==> src/rtl/func_gen_pkg.sv <==
// Shared definitions for the function generator and its sweep sequencer:
// FSM encoding, amplitude/wave codes, frequency ceiling and config checking.
package func_gen_pkg;

  localparam int F_MAX = 50000;

  typedef enum logic [2:0] {
    ST_IDLE   = 3'd0,
    ST_SETTLE = 3'd1,
    ST_DWELL  = 3'd2,
    ST_STEP   = 3'd3,
    ST_DONE   = 3'd4
  } state_e;

  localparam logic [2:0] AMP_1V  = 3'b000;
  localparam logic [2:0] AMP_2V  = 3'b001;
  localparam logic [2:0] AMP_5V  = 3'b010;
  localparam logic [2:0] AMP_10V = 3'b011;
  localparam logic [2:0] AMP_15V = 3'b100;
  localparam logic [2:0] AMP_20V = 3'b101;

  localparam logic WAVE_SIN = 1'b0;
  localparam logic WAVE_COS = 1'b1;

  function automatic logic cfg_illegal(input logic [18:0] fs, input logic [18:0] fe,
                                       input logic [18:0] st, input logic [15:0] dw,
                                       input logic [2:0]  a,  input logic [18:0] fmax);
    return (fs == '0) || (fs > fe) || (fe > fmax) || (st == '0) || (dw == '0) ||
           (a > AMP_20V);
  endfunction

endpackage

==> src/rtl/smp_cnt.sv <==
// Sample-clock edge detector and counter. An edge detected in cycle t is
// counted in t+1; hit pulses in that counting cycle when the count reaches target.
module smp_cnt (
  input  logic        clk,
  input  logic        rst,
  input  logic        s_clk,
  input  logic        clr,
  input  logic [15:0] target,
  output logic        hit
);

  logic        s_clk_q;
  logic        edge_q;
  logic [15:0] cnt_q;
  logic [16:0] cnt_inc;

  assign cnt_inc = {1'b0, cnt_q} + 17'd1;
  assign hit     = edge_q && !clr && (cnt_inc == {1'b0, target});

  always_ff @(posedge clk) begin
    if (rst) begin
      s_clk_q <= 1'b0;
      edge_q  <= 1'b0;
      cnt_q   <= '0;
    end else begin
      s_clk_q <= s_clk;
      // Edges seen while cleared or on the hit cycle belong to the old window.
      if (clr || hit) begin
        edge_q <= 1'b0;
        cnt_q  <= '0;
      end else begin
        edge_q <= s_clk & ~s_clk_q;
        if (edge_q) cnt_q <= cnt_inc[15:0];
      end
    end
  end

endmodule

==> src/rtl/func_gen_sweep_ctrl.sv <==
// Stepped frequency sweep sequencer for func_gen: per point it settles for
// SETTLE_SMP sample edges, then opens a meas_en window of dwell edges.
module func_gen_sweep_ctrl #(
  parameter int SETTLE_SMP = 64,
  parameter int F_MAX      = func_gen_pkg::F_MAX
) (
  input  logic        clk,
  input  logic        rst,
  input  logic        s_clk,
  input  logic        start,
  input  logic        abort,
  input  logic [18:0] f_start,
  input  logic [18:0] f_stop,
  input  logic [18:0] f_step,
  input  logic [15:0] dwell,
  input  logic        w_cfg,
  input  logic [2:0]  a_cfg,
  output logic [18:0] f_set,
  output logic        w_set,
  output logic [2:0]  a_set,
  output logic        meas_en,
  output logic [11:0] step_idx,
  output logic        busy,
  output logic        done,
  output logic        err
);

  import func_gen_pkg::*;

  localparam logic [18:0] FMAX_W   = 19'(F_MAX);
  localparam logic [15:0] SETTLE_W = 16'(SETTLE_SMP);

  state_e      state_q, state_d;
  logic [18:0] f_stop_q, f_stop_d;
  logic [18:0] f_step_q, f_step_d;
  logic [15:0] dwell_q, dwell_d;
  logic [18:0] f_set_q, f_set_d;
  logic        w_set_q, w_set_d;
  logic [2:0]  a_set_q, a_set_d;
  logic [11:0] step_idx_q, step_idx_d;
  logic        meas_en_q, meas_en_d;
  logic        busy_q, busy_d;
  logic        done_q, done_d;
  logic        err_q, err_d;

  logic        cnt_clr;
  logic [15:0] cnt_target;
  logic        hit;
  logic [19:0] nxt;

  assign cnt_clr    = !(state_q == ST_SETTLE || state_q == ST_DWELL);
  assign cnt_target = (state_q == ST_DWELL) ? dwell_q : SETTLE_W;
  assign nxt        = {1'b0, f_set_q} + {1'b0, f_step_q};

  smp_cnt u_smp_cnt (
    .clk    (clk),
    .rst    (rst),
    .s_clk  (s_clk),
    .clr    (cnt_clr),
    .target (cnt_target),
    .hit    (hit)
  );

  always_comb begin
    state_d    = state_q;
    f_stop_d   = f_stop_q;
    f_step_d   = f_step_q;
    dwell_d    = dwell_q;
    f_set_d    = f_set_q;
    w_set_d    = w_set_q;
    a_set_d    = a_set_q;
    step_idx_d = step_idx_q;
    err_d      = 1'b0;

    case (state_q)
      ST_IDLE: begin
        if (start) begin
          if (cfg_illegal(f_start, f_stop, f_step, dwell, a_cfg, FMAX_W)) begin
            err_d = 1'b1;
          end else begin
            f_stop_d   = f_stop;
            f_step_d   = f_step;
            dwell_d    = dwell;
            f_set_d    = f_start;
            w_set_d    = w_cfg;
            a_set_d    = a_cfg;
            step_idx_d = '0;
            state_d    = ST_SETTLE;
          end
        end
      end
      ST_SETTLE: if (hit) state_d = ST_DWELL;
      ST_DWELL:  if (hit) state_d = ST_STEP;
      ST_STEP: begin
        if (f_set_q == f_stop_q) begin
          state_d = ST_DONE;
        end else begin
          // 20-bit sum so a huge step past the 19-bit range still clamps.
          f_set_d = (nxt > {1'b0, f_stop_q}) ? f_stop_q : nxt[18:0];
          if (step_idx_q != 12'hFFF) step_idx_d = step_idx_q + 12'd1;
          state_d = ST_SETTLE;
        end
      end
      ST_DONE:   state_d = ST_IDLE;
      default:   state_d = ST_IDLE;
    endcase

    if (abort && state_q != ST_IDLE) begin
      state_d = ST_IDLE;
      f_set_d = '0;
      w_set_d = 1'b0;
      a_set_d = '0;
    end

    busy_d    = (state_d != ST_IDLE);
    meas_en_d = (state_d == ST_DWELL);
    done_d    = (state_d == ST_DONE);
  end

  always_ff @(posedge clk) begin
    if (rst) begin
      state_q    <= ST_IDLE;
      f_stop_q   <= '0;
      f_step_q   <= '0;
      dwell_q    <= '0;
      f_set_q    <= '0;
      w_set_q    <= 1'b0;
      a_set_q    <= '0;
      step_idx_q <= '0;
      meas_en_q  <= 1'b0;
      busy_q     <= 1'b0;
      done_q     <= 1'b0;
      err_q      <= 1'b0;
    end else begin
      state_q    <= state_d;
      f_stop_q   <= f_stop_d;
      f_step_q   <= f_step_d;
      dwell_q    <= dwell_d;
      f_set_q    <= f_set_d;
      w_set_q    <= w_set_d;
      a_set_q    <= a_set_d;
      step_idx_q <= step_idx_d;
      meas_en_q  <= meas_en_d;
      busy_q     <= busy_d;
      done_q     <= done_d;
      err_q      <= err_d;
    end
  end

  assign f_set    = f_set_q;
  assign w_set    = w_set_q;
  assign a_set    = a_set_q;
  assign meas_en  = meas_en_q;
  assign step_idx = step_idx_q;
  assign busy     = busy_q;
  assign done     = done_q;
  assign err      = err_q;

endmodule

==> config.mk <==
export PLATFORM = sky130hd
export DESIGN_NAME = func_gen_sweep_ctrl
export DESIGN_NICKNAME = d
export VERILOG_FILES = /design/src/rtl/func_gen_pkg.sv /design/src/rtl/smp_cnt.sv /design/src/rtl/func_gen_sweep_ctrl.sv
export SDC_FILE = /design/constraint.sdc
export NUM_CORES = 1
export LEC_CHECK = 0
export ABC_AREA = 1
export CAP_MARGIN = 0
export CORE_MARGIN = 2
export CORE_UTILIZATION = 47
export DETAILED_ROUTE_END_ITERATION = 16
export MAX_ROUTING_LAYER = met4
export PLACE_DENSITY = 0.78
export SLEW_MARGIN = 30
export SYNTH_ARGS = -nofsm -noshare
export SYNTH_HDL_FRONTEND = slang
export SYNTH_HIERARCHICAL = 1
export SYNTH_SLANG_ARGS = --single-unit
==> constraint.sdc <==
create_clock -name clk -period 4.61 [get_ports clk]
set_input_delay 0.922 -clock clk [delete_from_list [all_inputs] [get_ports clk]]
set_output_delay 0.922 -clock clk [all_outputs]
set_load 0.01 [all_outputs]
==> results.py <==
metrics = {
    "status": {
        "status": "completed",
    },
    "global_route": {
        "grt_pass1_wl_um": 40700,
        "grt_overflow": 0,
        "grt_pass1_vias": 7934,
        "grt_max_degree": 102,
        "grt_usage_pct": 26.9,
        "grt_antenna_before_repair": 0,
    },
    "sta": {
        "finalSetupViolCount": 0,
        "clock_skew_ps": 9.92,
        "fin_crit_ps": 4170,
        "worst_slew_pin_slew_ps": 919,
        "grt_setup_unrepaired": "false",
        "slew_headroom_pct": 38.7,
        "final-hold-violation-count": 0,
        "maxSlewViolCount": 0,
        "fin_hold_ws_ps": 449,
        "fmax_ghz": 0.240,
        "fin_crit_sh_pct": 90.5,
        "setup_tns_ps": 0,
    },
    "synth": {
        "synth-main-ff-cell": "dfxtp_1",
        "synth-xor-area-share_pct": 4.46,
        "synthSimpleGateAreaFrac_pct": 31.6,
        "synth.mux.area_fraction_pct": 0,
        "yosysSeqAreaShare_pct": 26.6,
        "yosysWarnings": 6,
        "synth_edf_count": 0,
        "synthAdderAreaFrac_pct": 8.98,
        "syn-cell-area_sq_um": 8580,
        "syn_nets": 1394,
        "ys_ff_latch": 114,
        "synth-compound-area-share_pct": 16.4,
        "yosysUniqueCellTypes": 52,
        "synthCells": 1251,
        "synth_top_family_by_area": "simple AND/OR/NAND/NOR gates",
        "synthArstFlopShare_pct": 0,
        "syn-mean-instance-area_sq_um": 6.86,
    },
    "final_layout": {
        "final_cell_mix": "nand2_1 (215), inv_1 (199), nor2_1 (147)",
        "fin_cells": 1598,
        "fillers": 1741,
        "antennaDiodeCount": 0,
        "synthToLayoutAreaGrowth_pct": 22.0,
        "layout_commonest_cell": "nand2_1",
        "drive_above_1_share_pct": 10.1,
        "final_nets": 1500,
        "multiInputGateArea_sq_um": 5290,
        "final-seq-area_sq_um": 2280,
    },
    "cts": {
        "numCtsBuffers": 17,
        "cts-resized-gates": 0,
        "cts_root_buf": "clkbuf_16",
        "clkTransAtPathRegs_ps": 60,
        "htree_levels": 4,
        "cts_setup_buffers": 0,
        "cts_hold_buf": 0,
        "clk-insertion-delay-late_ps": 430,
        "cts_tree": "yes",
        "clock-sinks": 114,
        "clockBufferDepth": 2,
    },
    "critical_path": {
        "slowest_delay_ps": 400,
        "cp_max_fo": 19,
        "arrival_ps": 4470,
        "cp-end-kind": "flip-flop",
        "required_ps": 4910,
        "reg2reg_slack_ps": 440,
        "cpMostUsedCell": "nand2_1",
        "start_kind": "flip-flop",
        "critical_path.top_delay_family": "simple AND/OR/NAND/NOR gates",
        "path_class": "flip-flop to flip-flop",
        "path_buf_inv": 4,
        "slowest_stage": "dfxtp_1",
    },
    "routing": {
        "drtIter0Drc": 851,
        "dr_total_vias": 8642,
        "ant_nets": 0,
        "drc": 0,
        "vias_per_cell": 5.41,
        "wl_um": 25500,
        "firstDrtPassIters": 7,
        "routedWlPerCell_um": 15.9,
    },
    "pwr": {
        "ir_drop_mv": 0.270,
        "power.static_leakage_nw": 4.47,
        "p_per_area_nw_per_um2": 267,
    },
    "run": {
        "drv_cap": 0,
    },
    "die": {
        "initial_core_util_pct": 47.8,
        "die_w_um": 139,
        "core_sq_um": 18000,
        "dieHeight_um": 139,
        "die_area_sq_um": 19400,
        "rows": 49,
        "ios": 121,
    },
    "place": {
        "io_buffer_count": 120,
        "dpl.hpwl_um": 19300,
        "gp_congestion": 0.971,
        "placed_cells": 1567,
    },
    "worst_hold_path": {
        "min_path_type": "flip-flop to flip-flop",
    },
}
==> registers in the layout (all words and copies together), names as in the netlist, 3 cells and up <==
register and count:
dwell_q 16, u_smp_cnt/cnt_q 16, step_idx 12, state_q 3
f_set 19, a_set 3, f_step_q 19, f_stop_q 19
==> where the power goes <==
part / switching (mW) / total [mW] / internal, mW
combinational: 0.317 / 0.523 / 0.206
clock: 0.511 / 1.26 / 0.748
sequential: 0.0127 / 1.01 / 1.00
total: 0.840 / 2.80 / 1.96
==> cell usage after synthesis, drive strengths merged (21+ instances only) <==
cell / n / area share (%)
xor2: 25 / 2.6
nand3: 115 / 8.3
buf: 24 / 2.0
nor2: 162 / 7.7
o21ai: 56 / 3.4
dfxtp: 114 / 27
a211oi: 52 / 5.1
a21oi: 70 / 4.8
ha: 60 / 8.8
inv: 201 / 8.8
nand2: 234 / 11
clkbuf: 21 / 1.0
==> cell families after synthesis <==
logic type | Yosys count
and+or+nand+nor | 576
buffers and inverters | 246
AOI/OAI and AO/OA | 212
DFF | 114
adders and majority gates | 61
xor gates and xnor gates | 42
==> routing by layer <==
metal	up-vias	wire length, um	GRT usage [%]
met1	3931	11200	34.7
met4	0	694	9.04
met5	-	0	-
li1	4330	-	-
met2	324	11400	41.2
met3	57	2160	7.01
==> worst min-delay path: stages, from the launching register on <==
cell and delay, ps:
dfxtp_1 310, inv_1 50, a21oi_1 50
==> final timing paths <==
check	from	endpoint	cells after the start
max	f_set[0]	f_set[0]	29
max reg2reg	f_set[0]	f_set[0]	29
min reg2reg	w_set	w_set	2
min	w_set	w_set	2
==> metrics by stage <==
stage / utilization [%] / worst slack [ps] / cell area (sq um) / total power, mW
CTS: 58.3 / 497 / 10500 / 2.80
finish: 58.3 / 436 / 10500 / 2.80
detailed placement: 55.2 / 530 / 9910 / 1.55
global route: 58.3 / 25.1 / 10500 / 2.90
floorplan: - / 990 / 8580 / 1.39
global placement: 55.2 / 650 / 9910 / 1.54
==> cell type report <==
| class | instances | share of cell area [%] |
|---|---|---|
| clock inverters | 13 | 1.09 |
| well taps | 229 | 2.74 |
| clock buffers | 18 | 4.20 |
| flip-flops and latches | 114 | 21.8 |
| multi-input cells | 891 | 50.6 |
| repair buffers | 132 | 12.4 |
| inverters | 201 | 7.21 |
Note: power is estimated with default switching activity, not from simulation.
